--- src/rtl/hfu_pkg.sv ---
// hfu_pkg -- shared definitions for the forwarding / hazard unit.
//   FWD_*        : encoding of one 2-bit forwarding select
//   hfu_state_t  : multiply-tracking FSM state
package hfu_pkg;

  localparam logic [1:0] FWD_RF    = 2'b00;  // operand read from the register file
  localparam logic [1:0] FWD_EXMEM = 2'b01;  // operand from the EX/MEM pipeline register
  localparam logic [1:0] FWD_MEMWB = 2'b10;  // operand from the MEM/WB pipeline register
  localparam logic [1:0] FWD_WBH   = 2'b11;  // operand from the WB history register

  typedef logic [0:0] hfu_state_t;
  localparam hfu_state_t ST_IDLE     = 1'b0;
  localparam hfu_state_t ST_MUL_BUSY = 1'b1;

endpackage

--- src/rtl/hazard_forward_unit_if.sv ---
// hazard_forward_unit_if -- pipeline-to-hazard-unit bundle.
//   master : pipeline side (drives ID/EX/MEM/WB status, receives controls)
//   slave  : hazard_forward_unit side
//   id_rs packs operand i at [i*REG_AW +: REG_AW]; fwd_sel packs operand i at [2i +: 2].
interface hazard_forward_unit_if #(
  parameter int NUM_SRC = 2,
  parameter int REG_AW  = 5
);
  logic                      id_valid;
  logic [NUM_SRC*REG_AW-1:0] id_rs;
  logic                      id_is_mul;
  logic                      ex_regwrite;
  logic                      ex_memread;
  logic                      ex_mul_start;
  logic [REG_AW-1:0]         ex_rd;
  logic                      mem_regwrite;
  logic [REG_AW-1:0]         mem_rd;
  logic                      wb_regwrite;
  logic [REG_AW-1:0]         wb_rd;
  logic [2*NUM_SRC-1:0]      fwd_sel;
  logic                      stall;
  logic                      flush_ex;
  logic                      mul_busy;

  modport master (
    output id_valid, id_rs, id_is_mul,
    output ex_regwrite, ex_memread, ex_mul_start, ex_rd,
    output mem_regwrite, mem_rd, wb_regwrite, wb_rd,
    input  fwd_sel, stall, flush_ex, mul_busy
  );

  modport slave (
    input  id_valid, id_rs, id_is_mul,
    input  ex_regwrite, ex_memread, ex_mul_start, ex_rd,
    input  mem_regwrite, mem_rd, wb_regwrite, wb_rd,
    output fwd_sel, stall, flush_ex, mul_busy
  );
endinterface

--- src/rtl/hfu_operand_match.sv ---
// hfu_operand_match -- priority comparator for one source operand.
//   rs                      : source register in decode
//   ex_*/mem_*/wb_*         : producers further down the pipe
//   mul_rd                  : destination of the in-flight multiply
//   sel                     : forwarding select (EX beats MEM beats WB history)
//   load_hit                : operand depends on the load now in EX
//   mul_hit                 : operand depends on the in-flight multiply
// Optional feature macro: HFU_WB_BYPASS_EN enables the WB history select.
module hfu_operand_match
  import hfu_pkg::*;
#(
  parameter int REG_AW = 5
) (
  input  logic [REG_AW-1:0] rs,
  input  logic              ex_regwrite,
  input  logic              ex_memread,
  input  logic [REG_AW-1:0] ex_rd,
  input  logic              mem_regwrite,
  input  logic [REG_AW-1:0] mem_rd,
  input  logic              wb_regwrite,
  input  logic [REG_AW-1:0] wb_rd,
  input  logic [REG_AW-1:0] mul_rd,
  output logic [1:0]        sel,
  output logic              load_hit,
  output logic              mul_hit
);

  // x0 is hard-wired zero, so it never depends on anything.
  logic rs_nz;
  logic ex_hit;
  logic mem_hit;

  assign rs_nz   = (rs != '0);
  assign ex_hit  = rs_nz && ex_regwrite  && (ex_rd  == rs);
  assign mem_hit = rs_nz && mem_regwrite && (mem_rd == rs);

`ifdef HFU_WB_BYPASS_EN
  logic wb_hit;
  assign wb_hit = rs_nz && wb_regwrite && (wb_rd == rs);
`else
  // Write-before-read regfile: WB producers need no bypass.
  logic unused_wb;
  assign unused_wb = wb_regwrite ^ (^wb_rd);
`endif

  always_comb begin
    sel = FWD_RF;
    if (ex_hit) begin
      sel = FWD_EXMEM;
    end else if (mem_hit) begin
      sel = FWD_MEMWB;
`ifdef HFU_WB_BYPASS_EN
    end else if (wb_hit) begin
      sel = FWD_WBH;
`endif
    end
  end

  assign load_hit = rs_nz && ex_memread && (ex_rd == rs);
  // rs_nz also guarantees a zero mul_rd never matches.
  assign mul_hit  = rs_nz && (mul_rd == rs);

endmodule

--- src/rtl/hazard_forward_unit.sv ---
// hazard_forward_unit -- forwarding selects, load-use and multiply hazards.
//   clk, reset : rising-edge clock, asynchronous active-high reset
//   bus        : hazard_forward_unit_if.slave
//     fwd_sel  : registered selects for the instruction now in EX
//     stall    : hold PC and IF/ID (combinational)
//     flush_ex : bubble into ID/EX (always equal to stall)
//     mul_busy : a multiply is still in flight
// Optional feature macro: HFU_WB_BYPASS_EN (WB history select 11).
module hazard_forward_unit
  import hfu_pkg::*;
#(
  parameter int NUM_SRC = 2,
  parameter int REG_AW  = 5,
  parameter int MUL_LAT = 3
) (
  input  logic                 clk,
  input  logic                 reset,
  hazard_forward_unit_if.slave bus
);

  localparam int CNT_W = $clog2(MUL_LAT) + 1;

  logic [2*NUM_SRC-1:0] sel_vec;
  logic [NUM_SRC-1:0]   load_vec;
  logic [NUM_SRC-1:0]   mul_vec;

  hfu_state_t           state_q,   state_d;
  logic [CNT_W-1:0]     cnt_q,     cnt_d;
  logic [REG_AW-1:0]    mul_rd_q,  mul_rd_d;
  logic [2*NUM_SRC-1:0] fwd_sel_q, fwd_sel_d;
  logic                 stall;
  logic                 busy;

  for (genvar i = 0; i < NUM_SRC; i++) begin : g_src
    hfu_operand_match #(.REG_AW(REG_AW)) u_match (
      .rs           (bus.id_rs[i*REG_AW +: REG_AW]),
      .ex_regwrite  (bus.ex_regwrite),
      .ex_memread   (bus.ex_memread),
      .ex_rd        (bus.ex_rd),
      .mem_regwrite (bus.mem_regwrite),
      .mem_rd       (bus.mem_rd),
      .wb_regwrite  (bus.wb_regwrite),
      .wb_rd        (bus.wb_rd),
      .mul_rd       (mul_rd_q),
      .sel          (sel_vec[2*i +: 2]),
      .load_hit     (load_vec[i]),
      .mul_hit      (mul_vec[i])
    );
  end

  assign busy = (state_q == ST_MUL_BUSY);

  // Load-use and multiply hazards OR together, so coincident causes still
  // produce a single stall cycle.
  always_comb begin
    stall = 1'b0;
    if (bus.id_valid) begin
      stall = (|load_vec) || (busy && (bus.id_is_mul || (|mul_vec)));
    end
  end

  // A stalled or empty decode slot becomes a bubble in EX.
  always_comb begin
    fwd_sel_d = sel_vec;
    if (stall || !bus.id_valid) begin
      fwd_sel_d = '0;
    end
  end

  // Multiply tracker: cnt counts down the remaining busy cycles; the last
  // busy cycle is the one where cnt reaches 1. A start while busy cannot
  // occur (the dependent multiply is stalled) and is ignored.
  always_comb begin
    state_d  = state_q;
    cnt_d    = cnt_q;
    mul_rd_d = mul_rd_q;
    case (state_q)
      ST_IDLE: begin
        if (bus.ex_mul_start) begin
          state_d  = ST_MUL_BUSY;
          cnt_d    = CNT_W'(MUL_LAT - 1);
          mul_rd_d = bus.ex_rd;
        end
      end
      default: begin
        cnt_d = cnt_q - 1'b1;
        if (cnt_q == CNT_W'(1)) begin
          state_d = ST_IDLE;
        end
      end
    endcase
  end

  always_ff @(posedge clk or posedge reset) begin
    if (reset) begin
      state_q   <= ST_IDLE;
      cnt_q     <= '0;
      mul_rd_q  <= '0;
      fwd_sel_q <= '0;
    end else begin
      state_q   <= state_d;
      cnt_q     <= cnt_d;
      mul_rd_q  <= mul_rd_d;
      fwd_sel_q <= fwd_sel_d;
    end
  end

  assign bus.fwd_sel  = fwd_sel_q;
  assign bus.stall    = stall;
  assign bus.flush_ex = stall;
  assign bus.mul_busy = busy;

endmodule

--- src/flat_wrapper.sv ---
// flat-port wrapper written by rule: the top's interface ports become plain ports
module hazard_forward_unit_flat import hfu_pkg::*;
#(
  parameter int NUM_SRC = 2,
  parameter int REG_AW  = 5,
  parameter int MUL_LAT = 3
)
  (clk, reset, bus_id_valid, bus_id_rs, bus_id_is_mul, bus_ex_regwrite, bus_ex_memread, bus_ex_mul_start, bus_ex_rd, bus_mem_regwrite, bus_mem_rd, bus_wb_regwrite, bus_wb_rd, bus_fwd_sel, bus_stall, bus_flush_ex, bus_mul_busy);
  hazard_forward_unit_if #(.NUM_SRC(NUM_SRC), .REG_AW(REG_AW)) bus_i ();
  input  logic clk;
  input  logic reset;
  input wire logic [$bits(bus_i.id_valid)-1:0] bus_id_valid;
  input wire logic [$bits(bus_i.id_rs)-1:0] bus_id_rs;
  input wire logic [$bits(bus_i.id_is_mul)-1:0] bus_id_is_mul;
  input wire logic [$bits(bus_i.ex_regwrite)-1:0] bus_ex_regwrite;
  input wire logic [$bits(bus_i.ex_memread)-1:0] bus_ex_memread;
  input wire logic [$bits(bus_i.ex_mul_start)-1:0] bus_ex_mul_start;
  input wire logic [$bits(bus_i.ex_rd)-1:0] bus_ex_rd;
  input wire logic [$bits(bus_i.mem_regwrite)-1:0] bus_mem_regwrite;
  input wire logic [$bits(bus_i.mem_rd)-1:0] bus_mem_rd;
  input wire logic [$bits(bus_i.wb_regwrite)-1:0] bus_wb_regwrite;
  input wire logic [$bits(bus_i.wb_rd)-1:0] bus_wb_rd;
  output wire logic [$bits(bus_i.fwd_sel)-1:0] bus_fwd_sel;
  output wire logic [$bits(bus_i.stall)-1:0] bus_stall;
  output wire logic [$bits(bus_i.flush_ex)-1:0] bus_flush_ex;
  output wire logic [$bits(bus_i.mul_busy)-1:0] bus_mul_busy;
  assign bus_i.id_valid = bus_id_valid;
  assign bus_i.id_rs = bus_id_rs;
  assign bus_i.id_is_mul = bus_id_is_mul;
  assign bus_i.ex_regwrite = bus_ex_regwrite;
  assign bus_i.ex_memread = bus_ex_memread;
  assign bus_i.ex_mul_start = bus_ex_mul_start;
  assign bus_i.ex_rd = bus_ex_rd;
  assign bus_i.mem_regwrite = bus_mem_regwrite;
  assign bus_i.mem_rd = bus_mem_rd;
  assign bus_i.wb_regwrite = bus_wb_regwrite;
  assign bus_i.wb_rd = bus_wb_rd;
  assign bus_fwd_sel = bus_i.fwd_sel;
  assign bus_stall = bus_i.stall;
  assign bus_flush_ex = bus_i.flush_ex;
  assign bus_mul_busy = bus_i.mul_busy;
  hazard_forward_unit #(.NUM_SRC(NUM_SRC), .REG_AW(REG_AW), .MUL_LAT(MUL_LAT)) u_core (.clk(clk), .reset(reset), .bus(bus_i));
endmodule
--- config.mk ---
export PLATFORM = sky130hd
export DESIGN_NAME = hazard_forward_unit_flat
export DESIGN_NICKNAME = d
export VERILOG_FILES = /design/src/rtl/hfu_pkg.sv /design/src/rtl/hazard_forward_unit_if.sv /design/src/rtl/hfu_operand_match.sv /design/src/rtl/hazard_forward_unit.sv /design/src/flat_wrapper.sv
export SDC_FILE = /design/constraint.sdc
export NUM_CORES = 1
export LEC_CHECK = 0
export CORE_ASPECT_RATIO = 2
export CORE_MARGIN = 1.5
export CORE_UTILIZATION = 35
export CTS_BUF_LIST = sky130_fd_sc_hd__clkbuf_16
export CTS_CLUSTER_DIAMETER = 100
export DETAILED_ROUTE_END_ITERATION = 8
export DONT_BUFFER_PORTS = 1
export GPL_ROUTABILITY_DRIVEN = 1
export GPL_TIMING_DRIVEN = 0
export PLACE_DENSITY = 0.56
export SYNTH_ARGS = -nofsm -noshare
export SYNTH_HDL_FRONTEND = slang
export SYNTH_SLANG_ARGS = --single-unit
--- constraint.sdc ---
create_clock -name clk -period 2.3 [get_ports clk]
set_clock_uncertainty 0.1 [all_clocks]
set_input_delay 0.345 -clock clk [delete_from_list [all_inputs] [get_ports clk]]
set_output_delay 0.345 -clock clk [all_outputs]
set_load 0.05 [all_outputs]
==> results of run 1 <==
cell usage after synthesis (2+ instances only):
cell type  number  area, sq um
mux2_2          6         67.6
dfrtp_1        13          325
nor4_1          5         31.3
ha_1            2         25.0
inv_1           4         15.0
nor3b_1         2         15.0
xor2_1         19          166
or4_1           4         30.0
a2111o_1        2         22.5
nand3_1         4         20.0
nor2_1          2         7.51
xnor2_1        12          105
o21a_1          2         15.0
stage by stage:
step	instances	utilization, %
finish	124	43.9
global route	124	43.9
CTS	123	42.7
detailed placement	117	38.4
global placement	117	38.4
floorplan	89	-
critical path: stages:
cell and delay [ps]:
or4_4 530, nor2_4 130, nor4_1 60, o31a_1 310, o21a_4 280, buf_8 170
sequential cells by signal, summed over array words and instances, names as in the netlist:
signal,flops
u_core.bus.fwd_sel,4
u_core.bus.mul_busy,1
u_core.cnt_q,3
u_core.mul_rd_q,5
path summary, 6_finish.rpt:
check,from,depth (start not counted),slack [ps],to
min,bus_ex_rd[4],1,150,u_core.mul_rd_q[4]$_DFFE_PP0P_
max reg2reg,u_core.mul_rd_q[2]$_DFFE_PP0P_,7,500,u_core.bus.fwd_sel[3]$_DFF_PP0_
min reg2reg,u_core.cnt_q[1]$_DFFE_PP0P_,2,430,u_core.cnt_q[1]$_DFFE_PP0P_
min in group asynchronous,reset,2,490,u_core.cnt_q[2]$_DFFE_PP0P_
max,bus_id_rs[1],6,40,bus_stall
max in group asynchronous,reset,2,1230,u_core.bus.mul_busy$_DFF_PP0_
per-layer routing:
metal / GRT usage [%] / vias to the layer above
met3: 5.25 / 9
met1: 13.3 / 340
met2: 33.5 / 27
met5: 0 / -
li1: - / 329
met4: 13.0 / 0
power by group:
group | switching (mW) | internal [mW]
combinational | 0.191 | 0.229
clock | 0.0936 | 0.229
sequential | 0.106 | 0.315
area by class of cell:
class | count | area, sq um | area share [%]
multi-input cells | 70 | 616 | 55.2
flip-flops and latches | 13 | 327 | 29.3
clock buffers | 3 | 75.1 | 6.73
well taps | 28 | 35.0 | 3.14
repair buffers | 3 | 25.0 | 2.24
plain buffers | 2 | 18.8 | 1.68
inverters | 4 | 15.0 | 1.35
clock inverters | 1 | 3.75 | 0.337
what timing repair did:
item,4_1_cts,5_1_grt
resized for setup,4,5
endpoints found under the setup margin,1,1
setup buffers,1,1
pin swaps,4,5
endpoints found under the hold margin,13,0
hold buffers,1,0
cell usage in the layout (no fill, tap or decap), types with 3 or more instances in the layout:
cell type,count
nor4_1,3
clkbuf_16,3
xnor2_1,12
nand3_1,4
xor2_1,19
dfrtp_1,12
nor4_2,3
inv_1,5
mux2_2,6
logic make-up (layout without fill, tap and decap cells):
kind of cell	after synthesis	in the layout
AOI/OAI and AO/OA	8	8
xor gates and xnor gates	31	31
adders and majority gates	2	2
buffers and inverters	6	13
DFF	13	13
muxes	6	6
and+or+nand+nor	23	23
==> results.cfg, run 1 <==
[status]
outcome = completed

[critical_path]
required_ps = 1860
critPathKind = primary input to output pin
worstPathArrival_ps = 1820
crit_path_end_kind = output pin
cp-start-kind = primary input
critPathMaxFanout = 4

[die]
die_w_microns = 39.4
coreArea_sq_um = 2540
start_util_pct = 36.5
die_h_microns = 75.8
dieArea_sq_um = 2990
row_count = 26
num_io_pins = 41

[cts]
clock_latency_ps = 240
path_clk_slew_ps = 40
cts_tree = built
cts_buffers = 3
htreeDepth = 1
cts.sinks = 13
cts.path.max_buffers = 2
cts_root_buf = clkbuf_16

[routing]
wl_per_cell_microns = 17.8
vias = 705
antenna_left = 0
drt_iter0_drc = 4
met1_length_microns = 652
met3_length_microns = 149
drc_errors = 0
viasPerCell = 5.69
dr.pass1.iters = 2
wl_microns = 2200
met2WireLength_microns = 1290
highest_layer = met4

[power]
vdd_ir_drop_max_uv = 470
powerDensity_nw_per_um2 = 1040
leakage_nw = 0.442
p_total_mw = 1.16

[yosys]
yosysWarnings = 0
syn-num-nets = 125
synth_fa_ha_area_share_pct = 2.70
synthSimpleGateAreaFrac_pct = 15.7
synth-xor-area-share_pct = 29.3
avgSynthCellArea_sq_um = 10.4
synthMuxAreaShare_pct = 7.29
synth_edf_count = 0
synth_top_family_by_area = XOR/XNOR gates
synth_flop_cell = dfrtp_1
ys_ff_latch = 13
synth-async-reset-ratio_pct = 100
syn_area_sq_um = 927
synth_cell_types = 25
synth_cells = 89
synth-compound-area-share_pct = 7.15
ys_seq_area_share_pct = 35.1

[finish]
fillCellCount = 252
nNetsFinal = 133
diodes = 0
stdcell_area_sq_um = 1110
drive_above_1_share_pct = 21.9
area_growth_pct = 20.2

[global_route]
grt_pass1_wl_microns = 3460
grt_max_degree = 14
first_global_vias = 799
grt_overflow = 0
grt_usage_pct = 17.6
antenna_found_initial = 0

[sta]
fin_crit_sh_pct = 98.4
rsz0062_at_grt = no
timing.hold.ws_ps = 154
timing.final.max_slew_violations = 0
worst_slack_ps = 35.8
fin_tns_setup_ps = 0
max-slew-margin-rel_pct = 64.0
worst_pin_slew_ps = 535
fin_crit_ps = 2260
setup_viol = 0
fmax_mhz = 442
hold_viol = 0

[placed_design]
place.port_buffers = 0
globalplace.congestion = 0.808
place_area_sq_um = 973
hpwl_microns = 1830
dpl_worst_slack_ps = -73.3

[flow_run]
drv_cap = 0

[min_path]
hold_class = primary input to flip-flop
Power figures use the tool's default switching activity.
==> run 2, diff against run 1 <==
--- a/config.mk
+++ b/config.mk
@@ -6,7 +6,6 @@
 export NUM_CORES = 1
 export LEC_CHECK = 0
 export CORE_ASPECT_RATIO = 2
-export CORE_MARGIN = 1.5
 export CORE_UTILIZATION = 35
 export CTS_BUF_LIST = sky130_fd_sc_hd__clkbuf_16
 export CTS_CLUSTER_DIAMETER = 100
@@ -17,4 +16,5 @@
 export PLACE_DENSITY = 0.56
 export SYNTH_ARGS = -nofsm -noshare
 export SYNTH_HDL_FRONTEND = slang
+export SYNTH_HIERARCHICAL = 1
 export SYNTH_SLANG_ARGS = --single-unit
==> run 2 against run 1 <==
Against the previous run: the flow now finishes with violations (negative setup slack); clock power down 2%; setup slack lost 130 ps; final cell count up 6.5%; flip-flop and latch count did not move; sequential share of layout area is 1.0 points lower; count of clock-buffer cells in the layout unchanged; maximum frequency decreased by 5.4%; power shrank 1.2%; die area increased by 0.16%; final area rose by 3.1%; first-iteration DRC count rose to 2.8 times the previous value; routed wire length decreased by 4.9%; largest cell class unchanged; largest power group unchanged.
==> results.cfg, run 2 <==
[power]
vdd_ir_drop_max_uv = 551
p_total_mw = 1.15
leakage_nw = 0.455
powerDensity_nw_per_um2 = 1000

[critical_path]
cp-start-kind = primary input
crit_path_top_delay_cell = or4_4
critPathMaxFanout = 4
reg2reg_from = u_core/mul_rd_q[2]$_DFFE_PP0P_
cp_top_family = simple AND/OR/NAND/NOR gates
worstPathCellList = or4_4 > nor2_4 > nor4_2 > o31a_1 > o31a_4 > buf_8
rr_endpoint = u_core/bus.fwd_sel[0]$_DFF_PP0_
cp.depth = 6
critPathMaxStageDelay_ps = 530
required_ps = 1860
cp-endpoint = bus_stall
worstPathArrival_ps = 1950
r2r_cells = 6
setup.worst_path.start = bus_id_rs[8]
path_buf_inv = 1
crit_path_end_kind = output pin
critPathKind = primary input to output pin
r2r_slack_ps = 680

[yosys]
synth_edf_count = 0
synth_cells = 98
syn_area_sq_um = 967
syn-num-nets = 134
yosys-top-cells-count = xnor2_1 (18), dfrtp_1 (13), xor2_1 (13)
synth-xor-area-share_pct = 28.1
synth_top_area_share_pct = 33.6
synth-async-reset-ratio_pct = 100
synth_top_family_by_area = XOR/XNOR gates
yosysTopAreaCell = dfrtp_1
ys_ff_latch = 13
synth_fa_ha_area_share_pct = 2.59
synthTopCellsByArea = dfrtp_1 (34%), xnor2_1 (16%), xor2_1 (12%)
synth.most_common_cell = xnor2_1
ys_seq_area_share_pct = 33.6
synthSimpleGateAreaFrac_pct = 19.4
avgSynthCellArea_sq_um = 9.87
synth_cell_types = 23
synth-compound-area-share_pct = 4.92
yosysWarnings = 6
synthMuxAreaShare_pct = 6.99
synth_flop_cell = dfrtp_1

[cts]
path_clk_slew_ps = 40
cts_buffers = 3
cts_root_buf = clkbuf_16
cts_tree = built
cts.sinks = 13
htreeDepth = 1
clock_latency_ps = 240
cts.path.max_buffers = 2

[die]
row_count = 26
coreArea_sq_um = 2570
num_io_pins = 41
dieArea_sq_um = 2990
start_util_pct = 37.6
die_w_microns = 39.2
die_h_microns = 76.3

[sta]
hold_viol = 0
setup_viol = 1
worst_slack_ps = -92.8
fin_crit_ps = 2390
rsz0062_at_grt = yes
max-slew-margin-rel_pct = 65.1
fin_tns_setup_ps = -92.8
timing.final.max_slew_violations = 0
fmax_mhz = 418
worst_pin_slew_ps = 519
fin_crit_sh_pct = 104

[finish]
drive_above_1_share_pct = 21.2
largest_reg_flops = 5
diodes = 0
mostFrequentLayoutCell = xnor2_1
final_cell_mix = xnor2_1 (18), xor2_1 (13), dfrtp_1 (13), nor4_1 (6), inv_1 (5)
postLayoutCoreUtil_pct = 44.7
top_register = u_core/mul_rd_q
fillCellCount = 238
area_growth_pct = 18.9
stdcell_area_sq_um = 1150
nNetsFinal = 141

[routing]
viasPerCell = 5.44
wl_microns = 2090
dr.pass1.iters = 4
wl_per_cell_microns = 15.9
antenna_left = 0
drc_errors = 0
vias = 718
drt_iter0_drc = 11

[min_path]
hold_class = primary input to flip-flop

[placed_design]
dpl_worst_slack_ps = -195
hpwl_microns = 1810
place.port_buffers = 0
place_area_sq_um = 1030
globalplace.congestion = 0.724

[global_route]
grt_max_degree = 14
grt_usage_pct = 16.6
grt_overflow = 0
antenna_found_initial = 0
grt_pass1_wl_microns = 3520
first_global_vias = 775

[status]
violations = negative setup slack
outcome = finished, violations left

[flow_run]
drv_cap = 0
-- run 2: cell count changes in the layout (fill, tap and decap cells not counted), moves of 3 or more --
cell	delta
xnor2_1	+6
xor2_1	-6
nor4_1	+3
nand2_1	+3
-- run 2: kinds of logic (layout without fill, tap and decap cells) --
family	Yosys count	after routing
xor+xnor	31	31
simple gates	31	31
flops	13	13
buf+inv	8	14
mux	6	6
compound gates	7	7
fa+ha+maj	2	2
-- run 2: metal layers --
| metal | vias up | GRT usage, % | wire length [microns] |
|---|---|---|---|
| met5 | - | 0 | 0 |
| met4 | 0 | 6.21 | 31 |
| met3 | 3 | 7.87 | 206 |
| met2 | 29 | 29.3 | 1270 |
| met1 | 335 | 15.1 | 588 |
| li1 | 351 | - | - |
-- run 2: layout make-up --
class,instances,area [sq um],area share (%)
multi-input combinational,77,643,55.9
sequential,13,325,28.3
clock buffer,3,75.1,6.53
buffer,4,35.0,3.05
tap,28,35.0,3.05
timing repair buffer,2,17.5,1.52
inverter,4,15.0,1.31
clock inverter,1,3.75,0.326
-- run 2: where the power goes --
group | total, mW | internal, mW | switching (mW)
sequential | 0.421 | 0.313 | 0.108
combinational | 0.413 | 0.225 | 0.188
clock | 0.316 | 0.228 | 0.0875
total | 1.15 | 0.766 | 0.383
-- run 2: through the flow --
step / cells / hold WS [ps]
4_1_cts: 132 / 123
6_report: 132 / 122
5_1_grt: 132 / 116
2_1_floorplan: 98 / 122
3_3_place_gp: 126 / 180
3_5_place_dp: 126 / 177
-- run 2: how the worst min path moves through the flow --
| stage | from | end | depth (start not counted) |
|---|---|---|---|
| 5_1_grt | bus_id_valid | u_core/bus.fwd_sel[3]$_DFF_PP0_ | 2 |
| 2_1_floorplan | reset | u_core/bus.fwd_sel[0]$_DFF_PP0_ | 1 |
| 3_3_place_gp | reset | u_core/bus.mul_busy$_DFF_PP0_ | 1 |
| 4_1_cts | bus_id_valid | u_core/bus.fwd_sel[3]$_DFF_PP0_ | 2 |
| 6_report | bus_id_valid | u_core/bus.fwd_sel[3]$_DFF_PP0_ | 2 |
| 3_5_place_dp | reset | u_core/bus.mul_busy$_DFF_PP0_ | 1 |
-- run 2: repair_timing --
| action | 4_1_cts | 5_1_grt |
|---|---|---|
| endpoints found under the setup margin | 2 | 1 |
| setup buffers | 1 | 0 |
| hold endpoints to repair | 13 | 0 |
| cloned | 0 | 0 |
| pin swaps | 5 | 0 |
| hold buffers | 1 | 0 |
| resized for setup | 4 | 3 |
